**src/rtl/rgmii_to_gmii_rx.sv**
```systemverilog
// rtl/rgmii_to_gmii_rx.sv - RGMII DDR receive capture, GMII rebuild and preamble-stripping framer (optional in-band status: RGMII_INBAND_STATUS_EN)
module rgmii_to_gmii_rx #(
  parameter int MAX_PREAMBLE = 7,
  parameter int CNT_W        = 16
) (
  input  logic             rgmii_rx_clk,
  input  logic             reset_n,
  input  logic [3:0]       rgmii_rxd,
  input  logic             rgmii_rxctl,
  output logic [7:0]       gmii_rxd,
  output logic             gmii_rxdv,
  output logic             gmii_rxer,
  output logic [7:0]       pkt_data,
  output logic             pkt_valid,
  output logic             pkt_sof,
  output logic             pkt_eof,
  output logic             pkt_err,
  output logic [CNT_W-1:0] frame_cnt,
  output logic [CNT_W-1:0] err_cnt,
  output logic             link_up,
  output logic [1:0]       link_speed,
  output logic             full_duplex
);

  localparam int PC_W = ($clog2(MAX_PREAMBLE + 1) < 1) ? 1 : $clog2(MAX_PREAMBLE + 1);
  localparam logic [PC_W-1:0] PRE_MAX = PC_W'(MAX_PREAMBLE);
  localparam logic [PC_W-1:0] PC_ONE  = PC_W'(1);

  typedef enum logic [1:0] {
    S_IDLE = 2'd0,
    S_PRE  = 2'd1,
    S_DATA = 2'd2,
    S_DROP = 2'd3
  } state_t;

  logic [3:0] rxd_lo;
  logic [3:0] rxd_hi;
  logic       ctl_r;
  logic       ctl_f;

  state_t          state, state_nxt;
  logic [PC_W-1:0] pre_cnt, pre_cnt_nxt;
  logic [7:0]      hold_data, hold_data_nxt;
  logic            hold_vld, hold_vld_nxt;
  logic            sof_pend, sof_pend_nxt;
  logic            err_flag, err_flag_nxt;
  logic [7:0]      pkt_data_nxt;
  logic            pkt_valid_nxt;
  logic            pkt_sof_nxt;
  logic            pkt_eof_nxt;
  logic            pkt_err_nxt;
  logic            frame_inc;
  logic            err_inc;

  // Rising-edge half of the DDR capture: low nibble and RX_DV.
  always_ff @(posedge rgmii_rx_clk or negedge reset_n) begin
    if (!reset_n) begin
      rxd_lo <= 4'h0;
      ctl_r  <= 1'b0;
    end else begin
      rxd_lo <= rgmii_rxd;
      ctl_r  <= rgmii_rxctl;
    end
  end

  // Falling-edge half of the DDR capture: high nibble and RX_DV^RX_ER.
  always_ff @(negedge rgmii_rx_clk or negedge reset_n) begin
    if (!reset_n) begin
      rxd_hi <= 4'h0;
      ctl_f  <= 1'b0;
    end else begin
      rxd_hi <= rgmii_rxd;
      ctl_f  <= rgmii_rxctl;
    end
  end

  // Reassemble both halves into one GMII byte on the next rising edge.
  always_ff @(posedge rgmii_rx_clk or negedge reset_n) begin
    if (!reset_n) begin
      gmii_rxd  <= 8'h00;
      gmii_rxdv <= 1'b0;
      gmii_rxer <= 1'b0;
    end else begin
      gmii_rxd  <= {rxd_hi, rxd_lo};
      gmii_rxdv <= ctl_r;
      gmii_rxer <= ctl_r ^ ctl_f;
    end
  end

  // Framer state, holding register and registered payload outputs.
  always_ff @(posedge rgmii_rx_clk or negedge reset_n) begin
    if (!reset_n) begin
      state     <= S_IDLE;
      pre_cnt   <= '0;
      hold_data <= 8'h00;
      hold_vld  <= 1'b0;
      sof_pend  <= 1'b0;
      err_flag  <= 1'b0;
      pkt_data  <= 8'h00;
      pkt_valid <= 1'b0;
      pkt_sof   <= 1'b0;
      pkt_eof   <= 1'b0;
      pkt_err   <= 1'b0;
      frame_cnt <= '0;
      err_cnt   <= '0;
    end else begin
      state     <= state_nxt;
      pre_cnt   <= pre_cnt_nxt;
      hold_data <= hold_data_nxt;
      hold_vld  <= hold_vld_nxt;
      sof_pend  <= sof_pend_nxt;
      err_flag  <= err_flag_nxt;
      pkt_data  <= pkt_data_nxt;
      pkt_valid <= pkt_valid_nxt;
      pkt_sof   <= pkt_sof_nxt;
      pkt_eof   <= pkt_eof_nxt;
      pkt_err   <= pkt_err_nxt;
      frame_cnt <= frame_cnt + CNT_W'(frame_inc);
      err_cnt   <= err_cnt + CNT_W'(err_inc);
    end
  end

  // Next-state and payload decisions; one byte of look-ahead lets eof ride on the last byte.
  always_comb begin
    state_nxt     = state;
    pre_cnt_nxt   = pre_cnt;
    hold_data_nxt = hold_data;
    hold_vld_nxt  = hold_vld;
    sof_pend_nxt  = sof_pend;
    err_flag_nxt  = err_flag;
    pkt_data_nxt  = 8'h00;
    pkt_valid_nxt = 1'b0;
    pkt_sof_nxt   = 1'b0;
    pkt_eof_nxt   = 1'b0;
    pkt_err_nxt   = 1'b0;
    frame_inc     = 1'b0;
    err_inc       = 1'b0;
    case (state)
      S_IDLE: begin
        if (gmii_rxdv) begin
          if (gmii_rxd == 8'h55) begin
            state_nxt   = S_PRE;
            pre_cnt_nxt = PC_ONE;
          end else begin
            state_nxt = S_DROP;
          end
        end
      end
      S_PRE: begin
        if (!gmii_rxdv) begin
          state_nxt = S_IDLE;
        end else if (gmii_rxd == 8'hD5) begin
          state_nxt    = S_DATA;
          hold_vld_nxt = 1'b0;
          sof_pend_nxt = 1'b1;
          err_flag_nxt = 1'b0;
        end else if ((gmii_rxd == 8'h55) && (pre_cnt < PRE_MAX)) begin
          pre_cnt_nxt = pre_cnt + PC_ONE;
        end else begin
          state_nxt = S_DROP;
          err_inc   = 1'b1;
        end
      end
      S_DATA: begin
        if (gmii_rxdv) begin
          err_flag_nxt = err_flag | gmii_rxer;
          if (hold_vld) begin
            pkt_valid_nxt = 1'b1;
            pkt_data_nxt  = hold_data;
            pkt_sof_nxt   = sof_pend;
            sof_pend_nxt  = 1'b0;
          end
          hold_data_nxt = gmii_rxd;
          hold_vld_nxt  = 1'b1;
        end else begin
          if (hold_vld) begin
            pkt_valid_nxt = 1'b1;
            pkt_data_nxt  = hold_data;
            pkt_sof_nxt   = sof_pend;
            pkt_eof_nxt   = 1'b1;
            pkt_err_nxt   = err_flag | gmii_rxer;
            frame_inc     = 1'b1;
            err_inc       = err_flag | gmii_rxer;
          end
          hold_vld_nxt = 1'b0;
          sof_pend_nxt = 1'b0;
          err_flag_nxt = 1'b0;
          state_nxt    = S_IDLE;
        end
      end
      S_DROP: begin
        if (!gmii_rxdv) begin
          state_nxt = S_IDLE;
        end
      end
      default: begin
        state_nxt = S_IDLE;
      end
    endcase
  end

`ifdef RGMII_INBAND_STATUS_EN
  logic [3:0] last_nib;
  logic       last_vld;

  // In-band status: accept an idle nibble only when it repeats on consecutive cycles.
  always_ff @(posedge rgmii_rx_clk or negedge reset_n) begin
    if (!reset_n) begin
      last_nib    <= 4'h0;
      last_vld    <= 1'b0;
      link_up     <= 1'b0;
      link_speed  <= 2'b00;
      full_duplex <= 1'b0;
    end else if (!ctl_r && !ctl_f) begin
      last_nib <= rxd_lo;
      last_vld <= 1'b1;
      if (last_vld && (last_nib == rxd_lo)) begin
        link_up     <= rxd_lo[0];
        link_speed  <= rxd_lo[2:1];
        full_duplex <= rxd_lo[3];
      end
    end else begin
      last_vld <= 1'b0;
    end
  end
`else
  // Without in-band status the link is reported up at gigabit full duplex once out of reset.
  always_ff @(posedge rgmii_rx_clk or negedge reset_n) begin
    if (!reset_n) begin
      link_up <= 1'b0;
    end else begin
      link_up <= 1'b1;
    end
  end

  assign link_speed  = 2'b10;
  assign full_duplex = 1'b1;
`endif

endmodule

```
**config.mk**
```make
export PLATFORM = sky130hd
export DESIGN_NAME = rgmii_to_gmii_rx
export DESIGN_NICKNAME = d
export VERILOG_FILES = /design/src/rtl/rgmii_to_gmii_rx.sv
export SDC_FILE = /design/constraint.sdc
export NUM_CORES = 1
export LEC_CHECK = 0
export ABC_AREA = 1
export BUFFER_PORTS_ARGS = -buffer_cell sky130_fd_sc_hd__clkbuf_2
export CAP_MARGIN = 20
export CORE_MARGIN = 5
export CORE_UTILIZATION = 50
export CTS_CLUSTER_SIZE = 16
export DETAILED_ROUTE_END_ITERATION = 7
export MAX_ROUTING_LAYER = met4
export PLACE_DENSITY = 0.73
export SLEW_MARGIN = 30
export SYNTH_ARGS = -nofsm -noshare
export SYNTH_HDL_FRONTEND = slang
export SYNTH_SLANG_ARGS = --single-unit
```
**constraint.sdc**
```tcl
create_clock -name rgmii_rx_clk -period 3.92 [get_ports rgmii_rx_clk]
set_input_delay 0.588 -clock rgmii_rx_clk [delete_from_list [all_inputs] [get_ports rgmii_rx_clk]]
set_output_delay 0.588 -clock rgmii_rx_clk [all_outputs]
set_load 0.02 [all_outputs]
```
==> results of run 1 <==
[synthesized netlist by cell type]
master and instances:
sky130_fd_sc_hd__conb_1 2, sky130_fd_sc_hd__o21a_1 1, sky130_fd_sc_hd__nand3_1 17, sky130_fd_sc_hd__clkinv_1 1
sky130_fd_sc_hd__xor2_1 15, sky130_fd_sc_hd__a21oi_1 2, sky130_fd_sc_hd__xnor2_1 10, sky130_fd_sc_hd__nor2_2 1
sky130_fd_sc_hd__o22ai_2 1, sky130_fd_sc_hd__nand3_2 1, sky130_fd_sc_hd__nor2_4 2, sky130_fd_sc_hd__buf_4 3
sky130_fd_sc_hd__or2_2 1, sky130_fd_sc_hd__nand3b_1 2, sky130_fd_sc_hd__nand2_1 65, sky130_fd_sc_hd__nand2_2 2
sky130_fd_sc_hd__clkbuf_1 2, sky130_fd_sc_hd__dfrtn_1 5, sky130_fd_sc_hd__nor3_1 6, sky130_fd_sc_hd__o21ai_0 13
sky130_fd_sc_hd__nor3_4 3, sky130_fd_sc_hd__nor3_2 2, sky130_fd_sc_hd__dfrtp_1 76, sky130_fd_sc_hd__buf_2 2
sky130_fd_sc_hd__nor2_1 30, sky130_fd_sc_hd__inv_2 2, sky130_fd_sc_hd__inv_1 37, sky130_fd_sc_hd__or2_1 1
sky130_fd_sc_hd__nand4_1 7, sky130_fd_sc_hd__ha_1 9
[layer usage]
layer,wire (µm),share of wire
met4,127,0.020
met3,415,0.067
met5,0,0
met2,2900,0.46
met1,2800,0.45
[final cells by class]
class	instances	area [µm²]
timing repair buffer	63	323
multi-input combinational	195	1100
inverter	40	150
tap	77	96.3
clock buffer	10	128
fill	547	2490
clock inverter	6	65.1
sequential	81	2030
[cell families (layout without fill, tap and decap cells)]
kind of cell | count (synthesis) | after routing | share of synthesized area
and+or+nand+nor | 140 | 140 | 0.200
DFF | 81 | 81 | 0.612
buffers and inverters | 47 | 119 | 0.0574
xor gates and xnor gates | 25 | 25 | 0.0661
AOI/OAI and AO/OA | 17 | 17 | 0.0287
adders and majority gates | 9 | 9 | 0.0340
other | 2 | 4 | 0.00227
[critical path, delay by kind of cell, from the launching register on]
family / cells / cell delay [ns]
simple gates: 5 / 1.18
xor+xnor: 1 / 0.14
buf+inv: 1 / 0.10
flops: 1 / 0.43
fa+ha+maj: 3 / 0.58
compound gates: 1 / 0.19
[registers in the layout, indices dropped and copies added (netlist names), 2 cells and up]
name	flops
frame_cnt	16
state	2
rxd_lo	4
hold_data	8
gmii_rxd	8
pre_cnt	3
err_cnt	16
rxd_hi	4
pkt_data	8
[power groups by stage]
stage	sequential [mW]	combinational, mW	clock (mW)
3_5_place_dp	1.05	0.434	0
4_1_cts	1.04	0.441	0.619
5_1_grt	1.05	0.508	0.658
6_report	1.04	0.435	0.604
3_3_place_gp	1.04	0.421	0
2_1_floorplan	1.08	0.270	0
[worst max-delay path by stage]
stage | cells after the start | slack (ns) | to | from
6_report | 11 | 1.19 | err_cnt[14] | state[0]
2_1_floorplan | 0 | 1.23 | ctl_f | rgmii_rxctl
5_1_grt | 11 | 0.89 | err_cnt[14] | state[0]
3_3_place_gp | 1 | 1.13 | rxd_hi[0] | rgmii_rxd[0]
3_5_place_dp | 1 | 1.11 | rxd_hi[3] | rgmii_rxd[3]
4_1_cts | 11 | 1.15 | err_cnt[14] | state[0]
==> summary.txt, run 1 <==
Power and ir drop
  – Clock power share: 0.291
  – Areal power density over the cells: 533 mW/mm²
  – Total net switching power: 674 µW
  – Reg power frac: 0.499
  – Internal power: 1.40 mW
  – Combinational fraction of design power: 0.210
  – Total chip power: 2.07 mW
  – Worst supply voltage drop on vdd: 0.255 mV
  – Leakage power summed over all cells: 2.05 nW
  – Net switching fraction of the power: 0.325

GRT
  – Gr ovfl total: 0
  – Met1 Usage GRT: 0.220
  – Wire length of the first global-routing pass: 10.9 mm
  – Met2 usage: 0.250
  – Routing layer with the top usage in global route: met2
  – Largest net degree at the start of global routing: 38
  – Vias in the first global route: 2355
  – Met3 track demand over resource in global routing: 0.0339
  – Total routing resource utilization after global routing: 0.167
  – Initial antenna violation count: 0

Placed design
  – HPWL after detailed placement: 4.57 mm
  – Number of port buffers: 61
  – Worst setup slack before clock tree synthesis: 1.11 ns
  – Post-detailed-placement cell area: 0.00370 mm²
  – Placed cells: 456
  – Placer's final routability congestion estimate: 0.824

Timing
  – Max-slew violation count: 0
  – Setup TNS: 0 ns
  – Final setup slack of the worst path: 1.19 ns
  – Final setup violation count: 0
  – Final period util: 0.697
  – Worst hold slack: 0.0913 ns
  – Final Hold Violating Endpoints: 0
  – Worst clock skew: 0.0224 ns
  – Max frequency: 366 MHz
  – Minimum clock period: 2.73 ns
  – Unrepaired setup endpoints after global routing: false

CTS
  – Clock sink count: 81
  – Clk buf depth: 2
  – Post-CTS clock slew at the launch and capture registers of the worst setup and hold paths: 0.09 ns
  – Post-cts gate resize count: 0
  – Postcts setup bufs: 0
  – Clock insertion delay at the later pin of the skew report: 0.36 ns
  – Clock root buffer: sky130_fd_sc_hd__clkbuf_8
  – CTS tree: built
  – # hold bufs at CTS: 0
  – Number of levels the H-tree was split into: 3
  – CTS Buf Count: 9

Floorplan
  – Placement Rows: 29
  – Boundary Pins: 65
  – Die width: 91.4 µm
  – Die ar.: 0.00836 mm²
  – Initial standard-cell utilization of the core: 0.519
  – Die H: 91.4 µm
  – Floorplan core area: 0.00639 mm²

Critical path
  – Critical Path Most Common Cell: sky130_fd_sc_hd__ha_1
  – Slowest cell on the critical path: sky130_fd_sc_hd__dfrtp_1
  – Number of cells traversed by the worst register-to-register path: 11
  – Required @ worst endpoint: 4.17 ns
  – Startpoint of the worst register-to-register path: state[0]
  – Endpoint of the most critical register-to-register path: err_cnt[14]
  – Slowest Stage Delay on Critical Path: 0.43 ns
  – Critical Path Fanout Max: 12
  – Crit path capture type: flop
  – Flop2flop setup slack: 1.19 ns
  – Type of origin of the critical path: flop
  – List of cells traversed by the critical path: inv_1 > ha_1 > nand2_1 > nor3_1 > o21a_1 > ha_1 > ha_1 > nand3_1 > nor3_4 > nand4_1 > xnor2_1
  – Category of the most critical setup path: reg -> reg
  – Signal arrival time at the worst endpoint: 2.98 ns

Logic synthesis
  – Mapped Area: 0.00331 mm²
  – Post-synth cell types: 30
  – Largest cells by area after synthesis: sky130_fd_sc_hd__dfrtp_1, sky130_fd_sc_hd__nand2_1, sky130_fd_sc_hd__inv_1, sky130_fd_sc_hd__xor2_1, sky130_fd_sc_hd__dfrtn_1
  – Count of mapped cells out of synthesis: 321
  – Average instance area after synthesis: 10.3 µm²
  – Sequential cell area fraction in the yosys report: 0.612
  – Top-area cell type share of the netlist area: 0.574
  – Largest area contributor in the synthesized netlist: sky130_fd_sc_hd__dfrtp_1
  – Number of synthesized register bits: 81
  – Ys Warns: 0

Final layout
  – Antenna diode instance count: 0
  – Final non-filler cell area: 0.00389 mm²
  – Leading cell type in the layout, fill and taps excluded: sky130_fd_sc_hd__dfrtp_1
  – Count of non-filler cells in the finished layout: 472
  – Top library cells by usage in the layout, fill and taps aside: sky130_fd_sc_hd__dfrtp_1, sky130_fd_sc_hd__nand2_1, sky130_fd_sc_hd__clkbuf_2
  – Final Core Density: 0.610
  – Proportion of layout cells with a drive suffix above 1: 0.235
  – Net count, final: 406
  – Area added between synthesis and finish: 17.5%

Routing
  – Detailed Route Iter0 Violations: 118
  – Vias post-DR: 2320
  – Detailed Route WL: 6.24 mm
  – Antenna viol nets, final: 0
  – DR pass1 iterations: 4
  – Detail-routed via count per cell: 4.92
  – Average wire per standard cell: 13.2 µm
  – DRC violations left: 0

Run
  – Max Cap Violations: 0

Status
  – Status: finished clean

Min path
  – Path type of the worst min-delay path: in -> async
(Power assumes the default switching activity.)
==> inputs of run 2 (changes only) <==
==> constraint.sdc (replaced) <==
create_clock -name rgmii_rx_clk -period 2.7 [get_ports rgmii_rx_clk]
set_input_delay 0.405 -clock rgmii_rx_clk [delete_from_list [all_inputs] [get_ports rgmii_rx_clk]]
set_output_delay 0.405 -clock rgmii_rx_clk [all_outputs]
set_load 0.02 [all_outputs]
==> run 2 against run 1 <==
Design area up 1.9%; worst setup slack worse by 0.89 ns; global-route usage up 0.27 points; first-iteration DRC count down 20%; non-clock buffer count up 2; hold slack better by 0.081 ns; highest routed layer unchanged.
==> summary.txt, run 2 (synthesis results as in run 1) <==
Floorplan
  – Die H: 91.4 µm
  – Floorplan core area: 0.00639 mm²
  – Die ar.: 0.00836 mm²
  – Placement Rows: 29
  – Boundary Pins: 65
  – Die width: 91.4 µm
  – Initial standard-cell utilization of the core: 0.519

Critical path
  – WP buf/inv: 1
  – Startpoint of the worst register-to-register path: state[0]
  – Slowest cell on the critical path: sky130_fd_sc_hd__dfrtp_1
  – List of cells traversed by the critical path: inv_1 > ha_1 > nand2_1 > nor3_1 > o21a_1 > ha_1 > ha_1 > nand3_1 > nor3_4 > nand3_1 > xnor2_1
  – Endpoint of the most critical register-to-register path: err_cnt[10]
  – Number of cells traversed by the worst register-to-register path: 11
  – Type of origin of the critical path: flop
  – Signal arrival time at the worst endpoint: 2.63 ns
  – Crit path capture type: flop
  – Flop2flop setup slack: 0.30 ns
  – Critical Path Fanout Max: 4
  – Number of logic stages on the critical path including buffering: 11
  – Category of the most critical setup path: reg -> reg
  – Critical Path Source: state[0]
  – Slowest Stage Delay on Critical Path: 0.42 ns
  – Critical Path Most Common Cell: sky130_fd_sc_hd__ha_1
  – Family with the most delay on the worst path: simple AND/OR/NAND/NOR gates
  – Required @ worst endpoint: 2.93 ns
  – CP Capture Point: err_cnt[10]

Placed design
  – Placer's final routability congestion estimate: 0.911
  – HPWL after detailed placement: 4.57 mm
  – Placed cells: 457
  – Number of port buffers: 61

Routing
  – DR pass1 iterations: 4
  – Detail-routed via count per cell: 4.87
  – Antenna viol nets, final: 0
  – DRC violations left: 0
  – Detailed Route WL: 6.17 mm
  – Detailed Route Iter0 Violations: 94
  – Average wire per standard cell: 13.0 µm
  – Vias post-DR: 2310

Status
  – Status: finished clean

Timing
  – Worst clock skew: 0.0179 ns
  – Final period util: 0.889
  – Max-slew headroom: 0.549
  – Max-slew violation count: 0
  – Minimum clock period: 2.40 ns
  – Final setup violation count: 0
  – Unrepaired setup endpoints after global routing: false
  – Transition time of the tightest slew-check pin: 0.677 ns
  – Max frequency: 417 MHz
  – Setup TNS: 0 ns
  – Final Hold Violating Endpoints: 0

GRT
  – Wire length of the first global-routing pass: 11.1 mm
  – Largest net degree at the start of global routing: 57
  – Total routing resource utilization after global routing: 0.170
  – Met3 track demand over resource in global routing: 0.0471
  – Initial antenna violation count: 0
  – Gr ovfl total: 0
  – Met2 usage: 0.266
  – Routing layer with the top usage in global route: met2
  – Vias in the first global route: 2402
  – Met1 Usage GRT: 0.208

CTS
  – Number of levels the H-tree was split into: 3
  – CTS Buf Count: 9
  – Clock sink count: 81
  – Post-CTS clock slew at the launch and capture registers of the worst setup and hold paths: 0.08 ns
  – Clock insertion delay at the later pin of the skew report: 0.35 ns
  – Postcts setup bufs: 0
  – Clock root buffer: sky130_fd_sc_hd__clkbuf_8
  – Clk buf depth: 2
  – CTS tree: built

Power and ir drop
  – Net switching fraction of the power: 0.304
  – Areal power density over the cells: 810 mW/mm²
  – Leakage power summed over all cells: 2.09 nW
  – Internal power: 2.24 mW
  – Reg power frac: 0.467
  – Combinational fraction of design power: 0.198
  – Worst supply voltage drop on vdd: 0.573 mV
  – Total chip power: 3.21 mW
  – Clock power share: 0.335
  – Total net switching power: 979 µW

Final layout
  – Net count, final: 408
  – Proportion of layout cells with a drive suffix above 1: 0.239
  – Count of non-filler cells in the finished layout: 474
  – Area added between synthesis and finish: 19.7%
  – Top library cells by usage in the layout, fill and taps aside: sky130_fd_sc_hd__dfrtp_1, sky130_fd_sc_hd__nand2_1, sky130_fd_sc_hd__clkbuf_2
  – Number of filler instances in the final layout: 542
  – Registers with the most flip-flops: err_cnt x16, frame_cnt x16
  – Final Core Density: 0.621
  – Leading cell type in the layout, fill and taps excluded: sky130_fd_sc_hd__dfrtp_1
  – Antenna diode instance count: 0

Min path
  – Path type of the worst min-delay path: in -> reg

Run
  – Max Cap Violations: 0
-- run 2: worst min path at each step --
| stage | startpoint | end | slack [ns] | cells after the start |
|---|---|---|---|---|
| 2_1_floorplan | reset_n | ctl_r | 0.11 | 0 |
| 4_1_cts | rgmii_rxd[2] | rxd_lo[2] | 0.15 | 1 |
| 6_report | rgmii_rxd[2] | rxd_lo[2] | 0.17 | 1 |
| 3_3_place_gp | reset_n | rxd_lo[1] | 0.32 | 1 |
| 3_5_place_dp | reset_n | rxd_lo[1] | 0.33 | 1 |
| 5_1_grt | rgmii_rxctl | ctl_r | 0.15 | 1 |
-- run 2: power groups by stage --
stage / Clock [mW] / Combinational, mW / Sequential [mW]
finish: 1.08 / 0.637 / 1.50
global route: 1.16 / 0.749 / 1.53
CTS: 1.11 / 0.648 / 1.50
detailed placement: 0 / 0.643 / 1.53
global placement: 0 / 0.622 / 1.52
floorplan: 0 / 0.392 / 1.57
-- run 2: what timing repair did --
item / CTS / global route
endpoints found under the setup margin: 0 / 0
endpoints found under the hold margin: 20 / 0
resized for setup: 0 / 0
hold buffers: 1 / 0
-- run 2: metal layers --
layer  routed length [µm]  vias to the layer above  part of all wire
met5                    0                        -                 0
met1                 2810                     1102              0.46
met2                 2890                       60              0.47
met4                  121                        0             0.020
met3                  349                       11             0.057
li1                     -                     1137                 -
-- run 2: final cells by class --
type	count	area (µm²)	area share
inverters	40	150	0.0378
multi-input cells	195	1100	0.278
repair buffers	65	340	0.0858
clock buffers	9	124	0.0312
clock inverters	7	126	0.0318
flip-flops and latches	81	2030	0.511
well taps	77	96.3	0.0243
-- run 2: worst register-to-register path, cell delays in order, from the launching register on --
cell                      delay (ns)
sky130_fd_sc_hd__dfrtp_1        0.42
sky130_fd_sc_hd__inv_1          0.09
sky130_fd_sc_hd__ha_1           0.21
sky130_fd_sc_hd__nand2_1        0.11
sky130_fd_sc_hd__nor3_1         0.24
sky130_fd_sc_hd__o21a_1         0.17
sky130_fd_sc_hd__ha_1           0.19
sky130_fd_sc_hd__ha_1           0.19
sky130_fd_sc_hd__nand3_1        0.17
sky130_fd_sc_hd__nor3_4         0.22
sky130_fd_sc_hd__nand3_1        0.13
sky130_fd_sc_hd__xnor2_1        0.15
-- run 2: per-stage QoR --
stage / instance area, µm² / setup WS, ns / hold slack, ns
final: 3970 / 0.299 / 0.172
after detailed placement: 3710 / 0.310 / 0.326
after global routing: 3970 / 0.0536 / 0.154
after global placement: 3710 / 0.425 / 0.316
after CTS: 3970 / 0.277 / 0.155
after floorplan: 3320 / 0.428 / 0.109
